`src/rtl/cache_valid_controller.sv`:
```
// Write-port sequencer for a cache valid-bit array.
// Fills and invalidates are merged with a full-cache flush sweep into one
// registered write stream for the valid array. Invalidate outranks fill,
// and while a sweep runs no new updates are accepted.
module cache_valid_controller #(
  parameter int NUM_SETS   = 32,
  parameter int ADDR_WIDTH = $clog2(NUM_SETS)
) (
  input  logic                  clk,
  input  logic                  reset,
  input  logic                  fill_en,
  input  logic [ADDR_WIDTH-1:0] fill_set,
  output logic                  fill_ack,
  input  logic                  inv_en,
  input  logic [ADDR_WIDTH-1:0] inv_set,
  output logic                  inv_ack,
  input  logic                  flush_req,
  output logic                  flush_busy,
  output logic                  flush_done,
  output logic                  va_wr_enable,
  output logic [ADDR_WIDTH-1:0] va_wr_addr,
  output logic                  va_wr_is_valid
);

  typedef enum logic [1:0] {
    IDLE  = 2'd0,
    SWEEP = 2'd1,
    DONE  = 2'd2
  } state_t;

  state_t                state;
  logic [ADDR_WIDTH-1:0] sweep_cnt;
  logic                  in_idle;

  localparam logic [ADDR_WIDTH-1:0] LAST_SET = ADDR_WIDTH'(NUM_SETS - 1);

  // Acks depend only on the request lines and the registered state; invalidate wins a tie.
  always_comb begin
    in_idle    = (state == IDLE);
    inv_ack    = in_idle && inv_en;
    fill_ack   = in_idle && fill_en && !inv_en;
    flush_busy = (state == SWEEP) || (state == DONE);
    flush_done = (state == DONE);
  end

  // Sequencer: one valid-array write per cycle from an update or the sweep counter.
  always_ff @(posedge clk or posedge reset) begin
    if (reset) begin
      state          <= IDLE;
      sweep_cnt      <= '0;
      va_wr_enable   <= 1'b0;
      va_wr_addr     <= '0;
      va_wr_is_valid <= 1'b0;
    end else begin
      case (state)
        IDLE: begin
          if (inv_ack) begin
            va_wr_enable   <= 1'b1;
            va_wr_addr     <= inv_set;
            va_wr_is_valid <= 1'b0;
          end else if (fill_ack) begin
            va_wr_enable   <= 1'b1;
            va_wr_addr     <= fill_set;
            va_wr_is_valid <= 1'b1;
          end else begin
            va_wr_enable   <= 1'b0;
          end
          if (flush_req) begin
            state     <= SWEEP;
            sweep_cnt <= '0;
          end
        end
        SWEEP: begin
          va_wr_enable   <= 1'b1;
          va_wr_addr     <= sweep_cnt;
          va_wr_is_valid <= 1'b0;
          sweep_cnt      <= sweep_cnt + ADDR_WIDTH'(1);
          if (sweep_cnt == LAST_SET) begin
            state <= DONE;
          end
        end
        DONE: begin
          va_wr_enable <= 1'b0;
          state        <= IDLE;
        end
        default: begin
          va_wr_enable <= 1'b0;
          state        <= IDLE;
        end
      endcase
    end
  end

endmodule
```
`config.mk`:
```
export PLATFORM = sky130hd
export DESIGN_NAME = cache_valid_controller
export DESIGN_NICKNAME = d
export VERILOG_FILES = /design/src/rtl/cache_valid_controller.sv
export SDC_FILE = /design/constraint.sdc
export NUM_CORES = 1
export LEC_CHECK = 0
export ABC_AREA = 1
export ABC_CLOCK_PERIOD_IN_PS = 1600
export CORE_UTILIZATION = 40
export DETAILED_ROUTE_END_ITERATION = 8
export PLACE_DENSITY = 0.71
export SLEW_MARGIN = 20
export SYNTH_ARGS = -nofsm -noshare
export SYNTH_HDL_FRONTEND = slang
export SYNTH_SLANG_ARGS = --single-unit
```
`constraint.sdc`:
```
create_clock -name clk -period 1.6 [get_ports clk]
set_clock_uncertainty 0.2 [all_clocks]
set_input_delay 0.24 -clock clk [delete_from_list [all_inputs] [get_ports clk]]
set_output_delay 0.24 -clock clk [all_outputs]
set_load 0.03 [all_outputs]
```
* Word level (Yosys, flattened, before mapping) *
Index checks and enable logic that the tools add are counted.

word-level totals
  register bits after elaboration = 14
  output and inout port bits = 11
  memories kept = 0
  bits in writable memories = 0
  bits of input ports = 15
  logic and storage cells = 36
  latch bits = 0
  bits in read-only memories = 0

operators by class
  multiply operators = 0
  muxes and demuxes = 14
  add/subtract/negate cells = 1
  shifts and indexed selects = 0
  div/mod/pow operators = 0
  equality and inequality tests = 6
  bitwise gates (word level) = 0
  order comparisons = 0
  reductions and logical operators = 10

operator list
  kind                                                                   count
  5-bit case mux with 2 select lines                                     2
  5-bit 2-to-1 mux                                                       3
  2-bit AND reduction                                                    3
  5-bit by 1-bit adder with 5-bit output, second input constant          1
  5-bit equality test, second input constant                             1
  1-bit 2-to-1 mux                                                       4
  2-bit 2-to-1 mux                                                       2
  1-bit case mux with 2 select lines                                     2
  2-bit case mux with 2 select lines                                     1
  1-bit logical AND                                                      3
  3-bit != test, second input constant                                   1
  2-bit by 1-bit equality test with 1-bit output, second input constant  1
  2-bit equality test, second input constant                             1
  2-bit zero test                                                        1
  2-bit by 1-bit != test with 1-bit output, second input constant        1
  2-bit != test, second input constant                                   1
  2-bit nonzero test                                                     1
  1-bit zero test                                                        1
  1-bit logical OR                                                       1

* Logic depth before layout (Yosys ltp) *
Gate-level depths: netlist (run 1).

  depth after elaboration = 6
  depth in mapped cells = 9
  mapped depth without buffers = 9

* Worst setup path before layout (run 1) *
OpenSTA, ideal clock, no wires.

  path kind = register to output
  start = register state[0]
  end = output port fill_ack
  data required time = 1.160 ns
  stages on the path, launching flop included = 5
  path buffers = 0
  arrival time = 1.228 ns
  path slack = -0.068 ns
  cell sequence = dfrtp_1 -> inv_1 -> ha_1 -> nand2_1 -> nor2_1

between the ends
  cells in the longest elaborated chain, start to end = 3

ends and longest elaborated chain
  element                         line  source
  start, declared                 31    state_t state;
  start signal, assigned          49    state <= IDLE;
  start signal, assigned          69    state <= SWEEP;
  start signal, assigned          79    state <= DONE;
  2-bit zero test                 39    in_idle = (state == IDLE);
  1-bit logical AND (2 in a row)  41    fill_ack = in_idle && fill_en && !inv_en;
  end, declared                   13    output logic fill_ack,

No other way between the ends.

* Worst setup path in the final report (run 1) *
  start = register state[0]
  end = output port inv_ack

between the ends
  cells in the longest elaborated chain, start to end = 2

ends and longest elaborated chain
  element            line  source
  2-bit zero test    39
  1-bit logical AND  40    inv_ack = in_idle && inv_en;
  end, declared      16    output logic inv_ack,

No other way between the ends.

==> results_tabular.tex, run 1 <==
\begin{tabular}{lr}
\hline
Metric & Value \\
\hline
\multicolumn{2}{l}{\textbf{Routing}} \\
DRC violations left & 0 \\
WL/cell & 11.61 um \\
Wire length after detailed routing & 2299 um \\
Vias post-DR & 912 \\
Iteration count of the initial detailed-routing pass & 4 \\
Number of nets still failing antenna checks after routing & 0 \\
Violation count after the first detailed-route iteration & 6 \\
Post-DR vias/cell & 4.606 \\
\multicolumn{2}{l}{\textbf{Global route}} \\
Via count of the first global-routing pass & 897 \\
Total congestion overflow & 0 \\
Pin count of the biggest net entering global routing & 15 \\
Total GRT Usage & 0.2103 \\
Initial antenna violation count & 0 \\
Global-route wire length before repair & 3753 um \\
\multicolumn{2}{l}{\textbf{Layout}} \\
Ant diodes & 0 \\
Most used cells in the layout excluding fill and tap cells & 49 x sky130\_fd\_sc\_hd\_\_nand2\_1, 20 x sky130\_fd\_sc\_hd\_\_buf\_4, 14 x sky130\_fd\_sc\_hd\_\_clkdlybuf4s50\_1, 14 x sky130\_fd\_sc\_hd\_\_dfrtp\_1, 13 x sky130\_fd\_sc\_hd\_\_inv\_1 \\
Core occupancy in the finished layout & 0.7188 \\
Final Net Count & 193 \\
Commonest non-fill, non-tap cell in the layout & sky130\_fd\_sc\_hd\_\_nand2\_1 \\
Area Growth Syn to Fin & 67.15\% \\
Final cell count without fillers & 198 \\
Total of fill cells in the finished design & 144 \\
Layout cells sized above 1 & 0.3333 \\
\multicolumn{2}{l}{\textbf{Clock network}} \\
Clock tree root buffer cell & sky130\_fd\_sc\_hd\_\_clkbuf\_4 \\
CTS buffer count & 3 \\
Max Buffers Root-to-Sink & 2 \\
Insertion delay of the later-clocked pin in the worst-skew pair & 0.28 ns \\
Number of H-tree branching levels & 1 \\
Clock-pin slew of the registers on the worst-case setup and hold paths & 0.09 ns \\
Clock tree from TritonCTS & built \\
CTS Hold Buffers Added & 0 \\
Number of sinks driven by the clock tree & 14 \\
\multicolumn{2}{l}{\textbf{Die}} \\
Die Span X & 48.39 um \\
IO Pins & 26 \\
Initial Utilization & 0.4300 \\
Overall die area & 2342 um\^{}2 \\
Chip Height & 48.39 um \\
Area inside the core boundary & 2002 um\^{}2 \\
Cell row count & 16 \\
\multicolumn{2}{l}{\textbf{Worst setup path}} \\
Capturing element type of the critical path & output pin \\
Worst EP required & 1.16 ns \\
Reg-to-reg slack, setup & -0.04 ns \\
R2R depth & 9 \\
Worst Path Arrival & 1.26 ns \\
First element of the critical path & state[0] \\
Capture instance of the worst register-to-register path & va\_wr\_is\_valid \\
R2r startpoint & state[0] \\
Critical path class & reg2out \\
Kind of start point of the critical path & register \\
Maximum fanout along the worst path & 6 \\
\multicolumn{2}{l}{\textbf{STA}} \\
Max-slew violations & 0 \\
Transition time at the pin with the least slew margin & 0.3052 ns \\
Worst slew margin & 0.7974 \\
Setup-failing EPs final & 9 \\
RSZ-0062 raised after global routing & true \\
Total count of hold-check failures in the final report & 0 \\
Final critical-path share of the clock period & 1.064 \\
Worst Slack Setup Final & -0.1024 ns \\
Fmax & 587.4 MHz \\
Final Critical Period & 1.702 ns \\
\multicolumn{2}{l}{\textbf{Logic synthesis}} \\
Top post-synthesis cells by area & sky130\_fd\_sc\_hd\_\_dfrtp\_1 41\%, sky130\_fd\_sc\_hd\_\_nand2\_1 24\%, sky130\_fd\_sc\_hd\_\_ha\_1 8.7\% \\
Area share of the leading cell type in the synthesized netlist & 0.4070 \\
Register area share after synthesis & 0.4070 \\
Mapped Cells & 123 \\
Number of synthesis warnings & 0 \\
Number of distinct library cells after synthesis & 17 \\
Net Count, Synth & 144 \\
Flop and latch count out of synthesis & 14 \\
Leading area contributor after synthesis & sky130\_fd\_sc\_hd\_\_dfrtp\_1 \\
Post-synthesis average cell area & 6.999 um\^{}2 \\
Cell Area, Synth & 860.8 um\^{}2 \\
\multicolumn{2}{l}{\textbf{Placed design}} \\
Final Wtd Congestion & 0.8439 \\
Placed cells & 188 \\
HPWL Detailed & 1561 um \\
Total of buffers placed on input and output ports & 25 \\
\multicolumn{2}{l}{\textbf{Pwr}} \\
Leakage component of the power & 0.7655 nW \\
Power density over the cells & 1964 nW/um\^{}2 \\
Maximum vdd drop & 1.191 mV \\
Total power & 0.002826 W \\
\multicolumn{2}{l}{\textbf{Outcome}} \\
Outcome & finished with violations \\
Violations in the final reports & negative setup slack \\
\multicolumn{2}{l}{\textbf{Run}} \\
Max cap viols & 0 \\
\multicolumn{2}{l}{\textbf{Worst hold path}} \\
Worst hold path type & in2async \\
\hline
\end{tabular}
==> power breakdown <==
| group | switching (W) | leakage, nW | internal [W] |
|---|---|---|---|
| combinational | 0.00116 | 0.564 | 0.000853 |
| sequential | 0.0000629 | 0.180 | 0.000489 |
| clock | 0.000120 | 0.0210 | 0.000139 |
==> state kept, by name, summed over array words and instances (netlist names) <==
signal and cells:
va_wr_enable 1, va_wr_is_valid 1, va_wr_addr 5, sweep_cnt 5, state 2
==> worst max-delay path by stage <==
| stage | to | slack, ns | cells after the start |
|---|---|---|---|
| after global routing | inv_ack | -0.17 | 5 |
| after global placement | inv_ack | -0.07 | 4 |
| after detailed placement | inv_ack | -0.1 | 4 |
| final | inv_ack | -0.10 | 5 |
| after floorplan | va_wr_addr[1] | 0.02 | 9 |
| after CTS | inv_ack | -0.14 | 5 |
==> what timing repair did <==
action                     in CTS  in global routing
setup endpoints to repair      24                 17
gates resized for setup        22                 21
gates cloned                    0                  0
setup buffers                   1                  5
pin swaps                       3                  6
==> critical path: stages, from the launching register on <==
cell                      delay (ns)
sky130_fd_sc_hd__dfrtp_1        0.40
sky130_fd_sc_hd__inv_2          0.12
sky130_fd_sc_hd__ha_4           0.17
sky130_fd_sc_hd__nand2_4        0.08
sky130_fd_sc_hd__inv_4          0.08
sky130_fd_sc_hd__buf_6          0.12
==> metal layers <==
metal | vias to the layer above | share of wire | track usage
li1 | 472 | - | -
met1 | 412 | 0.46 | 0.2425
met2 | 22 | 0.48 | 0.3685
met3 | 6 | 0.036 | 0.03459
met4 | 0 | 0.025 | 0.1176
met5 | - | 0 | 0
==> Yosys cell counts, drive strengths merged <==
cell and instances:
nor2 7, nand2 57, o21ai 4, inv 19
a21oi 3, nand4 1, o22ai 1, ha 6
dfrtp 14, o31ai 1, buf 1, nand3 9
==> layout make-up <==
| cell class | count | area, um^2 | share of cell area |
|---|---|---|---|
| inverter | 19 | 78.83 | 0.05478 |
| timing repair buffer | 45 | 396.6 | 0.2757 |
| tap | 27 | 33.78 | 0.02348 |
| sequential | 14 | 350.3 | 0.2435 |
| clock buffer | 4 | 36.28 | 0.02522 |
| multi-input combinational | 89 | 543.0 | 0.3774 |
==> logic make-up (layout without fill, tap and decap cells) <==
family	after synthesis	count (layout)	share of synthesized area
AO/OA/AOI/OAI	9	9	0.06977
AND/OR/NAND/NOR	74	74	0.3474
buffers and inverters	20	68	0.08866
adder cells (fa/ha/maj)	6	6	0.08721
flip-flops	14	14	0.4070
==> per-stage QoR <==
stage	hold WS (ns)	setup TNS [ns]	worst slack, ns	cell area (um^2)
floorplan	-0.07078	0	0.01888	865.8
global placement	0.2643	-0.4036	-0.06774	1240
detailed placement	0.2642	-0.7847	-0.09954	1240
CTS	0.03473	-0.2894	-0.1412	1334
global route	0.04368	-1.352	-0.1691	1439
finish	0.04029	-0.3736	-0.1024	1439
Note: power is estimated with default switching activity, not from simulation.
==> run 2: changes to the inputs <==
==> constraint.sdc (replaced) <==
create_clock -name clk -period 1.6 [get_ports clk]
set_clock_uncertainty 0.2 [all_clocks]
set_input_delay 0.24 -clock clk [delete_from_list [all_inputs] [get_ports clk]]
set_output_delay 0.24 -clock clk [all_outputs]
set_load 0.01 [all_outputs]
==> results_tabular.tex, run 2 (synthesis gave the netlist of run 1 again) <==
\begin{tabular}{lr}
\hline
Metric & Value \\
\hline
\multicolumn{2}{l}{\textbf{Outcome}} \\
Outcome & finished with violations \\
Violations in the final reports & negative setup slack \\
\multicolumn{2}{l}{\textbf{Pwr}} \\
Total power & 0.002686 W \\
Cell internal power dissipation & 0.001482 W \\
Maximum vdd drop & 1.286 mV \\
Leakage component of the power & 0.7805 nW \\
Power density over the cells & 1816 nW/um\^{}2 \\
Relative contribution of combinational cells to total power & 0.716 \\
Sequential power share & 0.208 \\
Net switching fraction of the power & 0.4484 \\
Switching pwr & 0.001205 W \\
Share of power burned in the clock network & 0.076 \\
\multicolumn{2}{l}{\textbf{Clock network}} \\
Clock tree from TritonCTS & built \\
Clock-pin slew of the registers on the worst-case setup and hold paths & 0.08 ns \\
Number of sinks driven by the clock tree & 14 \\
CTS Hold Buffers Added & 0 \\
Clock tree root buffer cell & sky130\_fd\_sc\_hd\_\_clkbuf\_4 \\
Insertion delay of the later-clocked pin in the worst-skew pair & 0.28 ns \\
Max Buffers Root-to-Sink & 2 \\
Number of H-tree branching levels & 1 \\
CTS buffer count & 3 \\
\multicolumn{2}{l}{\textbf{Layout}} \\
Final Cell Area & 1479 um\^{}2 \\
Final Net Count & 193 \\
Layout cells sized above 1 & 0.3294 \\
Regs by FF count & sweep\_cnt: 5 flops, va\_wr\_addr: 5 flops, state: 2 flops \\
Ant diodes & 0 \\
Area Growth Syn to Fin & 71.80\% \\
Most used cells in the layout excluding fill and tap cells & 49 x sky130\_fd\_sc\_hd\_\_nand2\_1, 16 x sky130\_fd\_sc\_hd\_\_buf\_4, 14 x sky130\_fd\_sc\_hd\_\_clkdlybuf4s50\_1, 14 x sky130\_fd\_sc\_hd\_\_dfrtp\_1, 13 x sky130\_fd\_sc\_hd\_\_inv\_1 \\
Total of fill cells in the finished design & 148 \\
Commonest non-fill, non-tap cell in the layout & sky130\_fd\_sc\_hd\_\_nand2\_1 \\
\multicolumn{2}{l}{\textbf{Routing}} \\
WL/cell & 11.91 um \\
Wire length after detailed routing & 2347 um \\
Number of nets still failing antenna checks after routing & 0 \\
DRC violations left & 0 \\
Iteration count of the initial detailed-routing pass & 4 \\
Post-DR vias/cell & 4.736 \\
Vias post-DR & 933 \\
Violation count after the first detailed-route iteration & 23 \\
\multicolumn{2}{l}{\textbf{Worst setup path}} \\
Maximum fanout along the worst path & 3 \\
Critical path class & reg2out \\
Kind of start point of the critical path & register \\
Capturing element type of the critical path & output pin \\
Worst EP required & 1.16 ns \\
Worst Path Arrival & 1.24 ns \\
\multicolumn{2}{l}{\textbf{Global route}} \\
Global-route wire length before repair & 3574 um \\
Pin count of the biggest net entering global routing & 15 \\
Via count of the first global-routing pass & 898 \\
Initial antenna violation count & 0 \\
Total congestion overflow & 0 \\
Total GRT Usage & 0.1981 \\
\multicolumn{2}{l}{\textbf{Run}} \\
Max cap viols & 0 \\
\multicolumn{2}{l}{\textbf{STA}} \\
Worst slew margin & 0.8553 \\
Fmax & 596.5 MHz \\
Worst Slack Setup Final & -0.07637 ns \\
Setup-failing EPs final & 9 \\
Transition time at the pin with the least slew margin & 0.2152 ns \\
Max-slew violations & 0 \\
Final critical-path share of the clock period & 1.048 \\
Total count of hold-check failures in the final report & 0 \\
Final Critical Period & 1.676 ns \\
Final worst hold slack & 0.04414 ns \\
RSZ-0062 raised after global routing & true \\
\multicolumn{2}{l}{\textbf{Placed design}} \\
Area after DPL & 1267 um\^{}2 \\
Final Wtd Congestion & 0.7774 \\
Total of buffers placed on input and output ports & 25 \\
HPWL Detailed & 1620 um \\
\multicolumn{2}{l}{\textbf{Die}} \\
IO Pins & 26 \\
Chip Height & 48.39 um \\
Die Span X & 48.39 um \\
Area inside the core boundary & 2002 um\^{}2 \\
Initial Utilization & 0.4300 \\
Cell row count & 16 \\
Overall die area & 2342 um\^{}2 \\
\multicolumn{2}{l}{\textbf{Worst hold path}} \\
Worst hold path type & in2async \\
\hline
\end{tabular}
## run 2: cell count changes in the layout (fill, tap and decap cells not counted), sizes merged
| cell | change |
|---|---|
| clkbuf | -1 |
| dlygate4sd2 | -1 |
| dlymetal6s2s | +1 |
## run 2: repair_timing
item / CTS / global route
gates resized for setup: 33 / 38
gates cloned: 0 / 0
endpoints found under the setup margin: 23 / 18
pin swaps: 1 / 16
setup buffers: 0 / 3
## run 2: per-layer routing
metal / routed length, um / track usage / share of wire
met1: 1010 / 0.2328 / 0.43
met3: 102 / 0.04088 / 0.043
met2: 1180 / 0.3474 / 0.50
met4: 53 / 0.08824 / 0.023
met5: 0 / 0 / 0
## run 2: per-stage QoR
step | cells | TNS, ns | utilization | setup WS (ns)
4_1_cts | 194 | -0.1178 | 0.6475 | -0.04530
2_1_floorplan | 123 | 0 | - | 0.05141
5_1_grt | 197 | -0.9642 | 0.7388 | -0.1121
3_5_place_dp | 191 | -1.369 | 0.6331 | -0.2595
3_3_place_gp | 191 | -0.8657 | 0.6331 | -0.2529
6_report | 197 | -0.2015 | 0.7388 | -0.07637
## run 2: critical path, stage by stage (launching register included)
cell and delay, ns:
sky130_fd_sc_hd__dfrtp_1 0.41, sky130_fd_sc_hd__inv_2 0.12, sky130_fd_sc_hd__ha_4 0.16, sky130_fd_sc_hd__nand2_4 0.05
sky130_fd_sc_hd__nor2_4 0.10, sky130_fd_sc_hd__buf_6 0.11
## run 2: final timing paths
kind,slack (ns),end,start,cells past startpoint
worst max-delay path,-0.08,fill_ack,state[0],5
worst min register to register,0.28,va_wr_addr[2],va_wr_addr[2],2
min in group clk,0.28,va_wr_addr[2],va_wr_addr[2],2
max in group asynchronous,0.99,sweep_cnt[1],reset,3
worst min-delay path,0.04,va_wr_addr[3],reset,3
worst max register to register,-0.02,sweep_cnt[2],state[0],9
## run 2: power by group through the flow
stage,sequential (W),clock (W),combinational [W]
2_1_floorplan,0.000611,0,0.000737
3_3_place_gp,0.000555,0,0.00144
3_5_place_dp,0.000563,0,0.00148
4_1_cts,0.000557,0.000206,0.00149
5_1_grt,0.000576,0.000218,0.00210
6_report,0.000558,0.000204,0.00192
## run 2: area by class of cell
cell class                      instances  area (um^2)  share of cell area
Clock buffer                            3        22.52             0.01523
Inverter                               19        78.83             0.05330
Multi-Input combinational cell         89        578.1              0.3909
Sequential cell                        14        350.3              0.2369
Tap cell                               27        33.78             0.02284
Timing Repair Buffer                   45        415.4              0.2809
